==> src/rtl/mem_writer.sv <==
`default_nettype none
// ============================================================================
// mem_writer : writes a valid/ready byte stream into consecutive CPU_MEM
//              locations through the macro's active-low csb0/web0 port.
//              Optional macro MEM_WRITER_CHECKSUM_EN enables o_checksum.
// Revision   : 1.0  initial release
// ============================================================================
module mem_writer #(
  parameter int ADDR_W = 8,
  parameter int DATA_W = 8
) (
  input  logic              i_clk,
  input  logic              i_resetn,
  input  logic              i_start,
  input  logic [ADDR_W-1:0] i_base_addr,
  input  logic [ADDR_W:0]   i_len,
  input  logic [DATA_W-1:0] i_data,
  input  logic              i_valid,
  output logic              o_ready,
  output logic              csb0,
  output logic              web0,
  output logic [ADDR_W-1:0] addr0,
  output logic [DATA_W-1:0] din0,
  output logic              o_busy,
  output logic              o_done,
  output logic [DATA_W-1:0] o_checksum
);

  typedef enum logic [1:0] {
    S_IDLE   = 2'd0,
    S_ACTIVE = 2'd1,
    S_FLUSH  = 2'd2,
    S_DONE   = 2'd3
  } state_t;

  localparam logic [ADDR_W:0]   C_MAX_LEN  = {1'b1, {ADDR_W{1'b0}}};
  localparam logic [ADDR_W:0]   C_LEN_ONE  = {{ADDR_W{1'b0}}, 1'b1};
  localparam logic [ADDR_W-1:0] C_ADDR_ONE = {{(ADDR_W-1){1'b0}}, 1'b1};

  state_t            r_state;
  state_t            w_state_nxt;
  logic [ADDR_W-1:0] r_addr;
  logic [ADDR_W:0]   r_remaining;
  logic              w_start_ok;
  logic              w_hs;
  logic [ADDR_W:0]   w_len;

  assign w_start_ok = (r_state == S_IDLE) && i_start;
  assign w_len      = (i_len > C_MAX_LEN) ? C_MAX_LEN : i_len;
  // o_ready depends only on registered state so i_valid never loops back
  assign o_ready    = (r_state == S_ACTIVE) && (r_remaining != '0);
  assign w_hs       = i_valid && o_ready;
  assign o_busy     = (r_state != S_IDLE);

  always_comb begin
    w_state_nxt = r_state;
    case (r_state)
      S_IDLE: begin
        if (i_start) begin
          w_state_nxt = (w_len == '0) ? S_DONE : S_ACTIVE;
        end
      end
      S_ACTIVE: begin
        if (w_hs && (r_remaining == C_LEN_ONE)) begin
          w_state_nxt = S_FLUSH;
        end
      end
      S_FLUSH: w_state_nxt = S_DONE;
      S_DONE:  w_state_nxt = S_IDLE;
      default: w_state_nxt = S_IDLE;
    endcase
  end

  always_ff @(posedge i_clk or negedge i_resetn) begin
    if (!i_resetn) begin
      r_state     <= S_IDLE;
      r_addr      <= '0;
      r_remaining <= '0;
      csb0        <= 1'b1;
      web0        <= 1'b1;
      addr0       <= '0;
      din0        <= '0;
      o_done      <= 1'b0;
    end else begin
      r_state <= w_state_nxt;
      o_done  <= (w_state_nxt == S_DONE);
      csb0    <= ~w_hs;
      web0    <= ~w_hs;
      if (w_start_ok) begin
        r_addr      <= i_base_addr;
        r_remaining <= w_len;
      end else if (w_hs) begin
        r_addr      <= r_addr + C_ADDR_ONE;
        r_remaining <= r_remaining - C_LEN_ONE;
      end
      if (w_hs) begin
        addr0 <= r_addr;
        din0  <= i_data;
      end
    end
  end

`ifdef MEM_WRITER_CHECKSUM_EN
  logic [DATA_W-1:0] r_checksum;

  always_ff @(posedge i_clk or negedge i_resetn) begin
    if (!i_resetn) begin
      r_checksum <= '0;
    end else if (w_start_ok) begin
      r_checksum <= '0;
    end else if (w_hs) begin
      r_checksum <= r_checksum + i_data;
    end
  end

  assign o_checksum = r_checksum;
`else
  assign o_checksum = '0;
`endif

endmodule
`default_nettype wire

==> config.mk <==
export PLATFORM = sky130hd
export DESIGN_NAME = mem_writer
export DESIGN_NICKNAME = d
export VERILOG_FILES = /design/src/rtl/mem_writer.sv
export SDC_FILE = /design/constraint.sdc
export NUM_CORES = 1
export LEC_CHECK = 0
export BUFFER_PORTS_ARGS = -buffer_cell sky130_fd_sc_hd__clkbuf_2
export CORE_ASPECT_RATIO = 1.25
export CORE_MARGIN = 5
export CORE_UTILIZATION = 51
export DETAILED_ROUTE_END_ITERATION = 16
export PLACE_DENSITY = 0.79
export SETUP_SLACK_MARGIN = 0.15
export SYNTH_ARGS = -nofsm -noshare
export SYNTH_HDL_FRONTEND = slang
export SYNTH_SLANG_ARGS = --single-unit
==> constraint.sdc <==
create_clock -name i_clk -period 2.6 [get_ports i_clk]
set_clock_uncertainty 0.2 [all_clocks]
set_input_delay 0.52 -clock i_clk [delete_from_list [all_inputs] [get_ports i_clk]]
set_output_delay 0.52 -clock i_clk [all_outputs]
set_load 0.005 [all_outputs]
# Word-level counts from Yosys, hierarchy flattened
# Index checks and enable logic that the tools add are counted.
dict set report word_totals {
  regBits 37
  out_inout_bits 29
  word_cells 34
  inputBits 29
}
dict set report classes {
  n_eq_ne 5
  bitwise_logic 1
  mux 9
  n_addsub 2
  magnitude_cmp 1
  n_reduce_logical 9
}
# cell n
set op_table {}
lappend op_table {{2-to-1 mux 9 bit} 3}
lappend op_table {{2-to-1 mux 8 bit} 2}
lappend op_table {{== test 9 x 1 -> 1 bit (second input constant)} 1}
lappend op_table {{> comparator 9 bit (second input constant)} 1}
lappend op_table {{zero test 9 bit} 1}
lappend op_table {{nonzero test 9 bit} 1}
lappend op_table {{subtractor 9 x 1 -> 9 bit (second input constant)} 1}
lappend op_table {{adder 8 x 1 -> 8 bit (second input constant)} 1}
lappend op_table {{case mux 2 bit (4 select lines)} 1}
lappend op_table {{== test 2 bit (second input constant)} 3}
lappend op_table {{2-to-1 mux 2 bit} 3}
lappend op_table {{logical AND 1 bit} 4}
lappend op_table {{nonzero test 2 bit} 2}
lappend op_table {{== test 2 x 1 -> 1 bit (second input constant)} 1}
lappend op_table {{zero test 2 bit} 1}
lappend op_table {{NOT 1 bit} 1}

# Longest topological paths before layout
dict set report logic_depth {
  ltp_word 7
  mapped_depth 8
  mapped_depth_nobuf 7
}

# Worst setup path after synthesis
# No wires, ideal clock.
dict set report synth_timing {
  path_kind {reg-to-reg}
  from {register r_remaining[3]}
  to {register r_remaining[7]}
  path_slack_ns 0.368
  t_arrival_ns 1.950
  required_ns 2.318
  setup_ns 0.082
  n_path_buf 0
  path_stages_with_launch 5
  synth_period_minus_slack_ns 2.232
  path_cell_list {dfrtp_1 -> or4_4 -> or3_1 -> or4_1 -> a31oi_1}
}
dict set report synth_via {
  elab_chain_len 4
  word_cells_on_any_way 7
  classes_between {add/sub (1); mux (2); reduce/logical (4)}
}
# element line
set synth_rtl {}
lappend synth_rtl {{start: declaration} 43} ;# logic [ADDR_W:0] r_remaining;
lappend synth_rtl {{start signal: assignment} 91} ;# r_remaining <= w_len;
lappend synth_rtl {{start signal: assignment} 94} ;# r_remaining <= r_remaining - C_LEN_ONE;
lappend synth_rtl {{branches (longest 4 deep; another with subtractor 9 x 1 -> 9 bit)} -}
# Parallel ways; which one is timed is not known. The select of a mux whose other input is x is not followed.
# A chain may end at the register's enable or synchronous reset.

# Worst setup path in the final report
dict set report layout_timing {
  from {register r_remaining[2]}
  to {register r_remaining[7]}
}
# The elaborated chain is that of the path after synthesis.

==> results.md <==
- Run status: finished, final reports clean
- Core area: 3720 sq um
- Crit path max fanout: 6
- Detailed-route via count: 1,688
- Unrepaired setup endpoints after global routing: no
- Post-Synthesis Cells: 213
- Post-DP Area: 2220 sq um
- Final worst-path cycle share: 90.7%
- FF-to-FF Start: r_remaining[2]
- Fillers: 321
- Non-filler cells, final: 312
- Largest net degree at the start of global routing: 38
- Num ports: 58
- Clock Sinks: 37
- Distinct cells, synth: 47
- R2r setup slk: 240 ps
- WL met2: 2.23 mm
- Post-Layout Inst Area: 2330 sq um
- IO buf count: 49
- Clock Latency Late Sink: 290 ps
- Yosys top cell by area: dfrtp_1
- Final hold vios: 0
- CTS root buffer: clkbuf_8
- Die Span X: 64.9 um
- Die height: 78.7 um
- Layout Nets: 304
- GRT overflow: 0
- Hold WS: 60.9 ps
- Drt via density: 5.41
- Drt first pass iters: 4
- Minimum clock period: 2360 ps
- Worst vdd ir: 487 uV
- DRC: 0
- First-pass GRT wire length: 7.25 mm
- Final Util: 62.7%
- PwrDens: 1010 nW/um^2
- HPWL after detailed placement: 3.20 mm
- Violation count after the first detailed-route iteration: 113
- Tightest Pin Transition: 610 ps
- Starting Density: 51.7%
- Setup CP Type: reg -> reg
- Pwr Total: 2.37 mW
- Reg2Reg Depth: 4
- Final slew viol count: 0
- Final ANT Viol Nets: 0
- Cells after DPL: 301
- Static Leak: 1.14 nW
- Worst path required time: 2610 ps
- Initial antenna violation count: 0
- Fraction of layout cells with a size suffix above 1: 29.8%
- Setup slack at placement: 282 ps
- CTS Buf Count: 5
- Syn avg cell area: 9.03 sq um
- Final worst slack: 241 ps
- Setup TNS: 0 ps
- Crit start category: flip-flop
- Endpoints failing setup: 0
- Synth top area share: 46.8%
- Worst-path clk slew: 70 ps
- Row count: 25
- GRT Util Overall: 18.5%
- Max-slew headroom: 58.3%
- Min-Delay Path Class: in -> async
- Vias in the first global route: 1,667
- Maximum clock frequency: 0.424 GHz
- MaxCap Viol Count: 0
- H-tree depth: 2
- EDFF count, synth: 0
- Die area: 5110 sq um
- Top Layer Used: met4
- Crit path DAT: 2370 ps
- Syn. warnings: 0
- RD Place Congestion: 0.862
- Wire length on met3: 247 um
- Asr flop ratio synth: 100%
- Register area share after synthesis: 48.2%
- Worst setup EP type: flip-flop
- CTS tree: built
- CTS Buffer Depth: 2
- Met1 Routed Length: 1.85 mm
- Final WL: 4.42 mm
- Synth top area cells: dfrtp_1 (47%), nand2_1 (12%), xnor2_1 (3.6%), buf_4 (3.5%), ha_1 (2.6%)
- Synthesis-to-layout area growth: 21.3%
- Mapped Area: 1920 sq um
- Register bit total from synthesis: 37
- Worst R2R End: r_remaining[7]
- Avg WL per Cell: 14.2 um
- Number of diodes: 0
- Synth Flop Type: dfrtp_1
==> timing repair <==
action / CTS / global route
endpoints found under the setup margin: 1 / 1
buffers inserted: 0 / 3
gates resized for setup: 1 / 1
pin swaps: 0 / 0
hold buffers: 0 / 0
==> sequential cells by signal, summed over array words and instances (netlist names) <==
| name | count |
|---|---|
| o_done | 1 |
| addr0 | 8 |
| r_addr | 8 |
| din0 | 8 |
| web0 | 1 |
| r_state | 2 |
| r_remaining | 9 |
==> logic make-up (layout without fill, tap and decap cells) <==
kind of cell,count (synthesis),after routing,synth area share (%)
simple gates,105,105,26.6
buf+inv,22,74,6.18
other cells,1,8,0.195
mux,1,1,0.521
xor+xnor,8,8,3.64
fa+ha+maj,4,4,2.60
flops,37,37,48.2
compound gates,35,35,12.0
==> routing by layer <==
metal	global-route usage, %	up-vias
met5	0	-
met4	10.1	0
met3	4.15	8
met2	32.0	53
met1	20.6	787
li1	-	840
==> critical path, cell delays in order, from the launching register on <==
cell and delay, ps:
dfrtp_1 430, or4_4 540, or3_1 400, or4_1 540, a31oi_1 170
==> worst max path at each step <==
stage	endpoint	cells after the start	slack [ps]	start
after global placement	r_remaining[7]	4	340	r_remaining[3]
final	r_remaining[7]	4	240	r_remaining[2]
after detailed placement	r_remaining[7]	4	280	r_remaining[3]
after CTS	o_ready	6	190	r_remaining[0]
after global routing	o_ready	6	140	r_remaining[0]
after floorplan	r_remaining[7]	4	370	r_remaining[3]
==> synthesized netlist by cell type (all sizes together) (2+ instances only) <==
cell type,n
a2111oi,2
a211oi,3
a21oi,9
buf,11
clkbuf,6
dfrtp,36
ha,4
inv,4
nand2,59
nand3,10
nand4,3
nand4b,2
nor2,7
nor2b,2
nor3,2
nor3b,2
nor4,3
o21ai,10
o311ai,2
or2,3
or3,2
or4,3
xnor2,8
==> cell type report <==
class,count,area [sq um],area share [%]
Sequential cell,37,927,39.7
Multi-Input combinational cell,161,920,39.4
Timing Repair Buffer,61,335,14.4
Clock buffer,6,72.6,3.11
Tap cell,40,50.0,2.14
Inverter,5,18.8,0.804
Clock inverter,2,10.0,0.429
==> power breakdown <==
group	switching (mW)	leakage [nW]	total (mW)	internal [mW]
Sequential	0.234	0.450	1.05	0.817
Clock	0.199	0.0450	0.385	0.186
Combinational	0.474	0.643	0.931	0.457
Total	0.907	1.14	2.37	1.46
==> layout by cell type (no fill, tap or decap), drive strengths merged, types with 3 or more instances in the layout <==
cell	instances
inv	4
a211oi	3
conb	8
nand3	10
dfrtp	36
xnor2	8
clkbuf	55
nand4	3
or4	3
nand2	59
a21oi	9
o21ai	10
ha	4
buf	12
clkinv	3
nor4	3
or2	3
nor2	7
(Power assumes the default switching activity.)
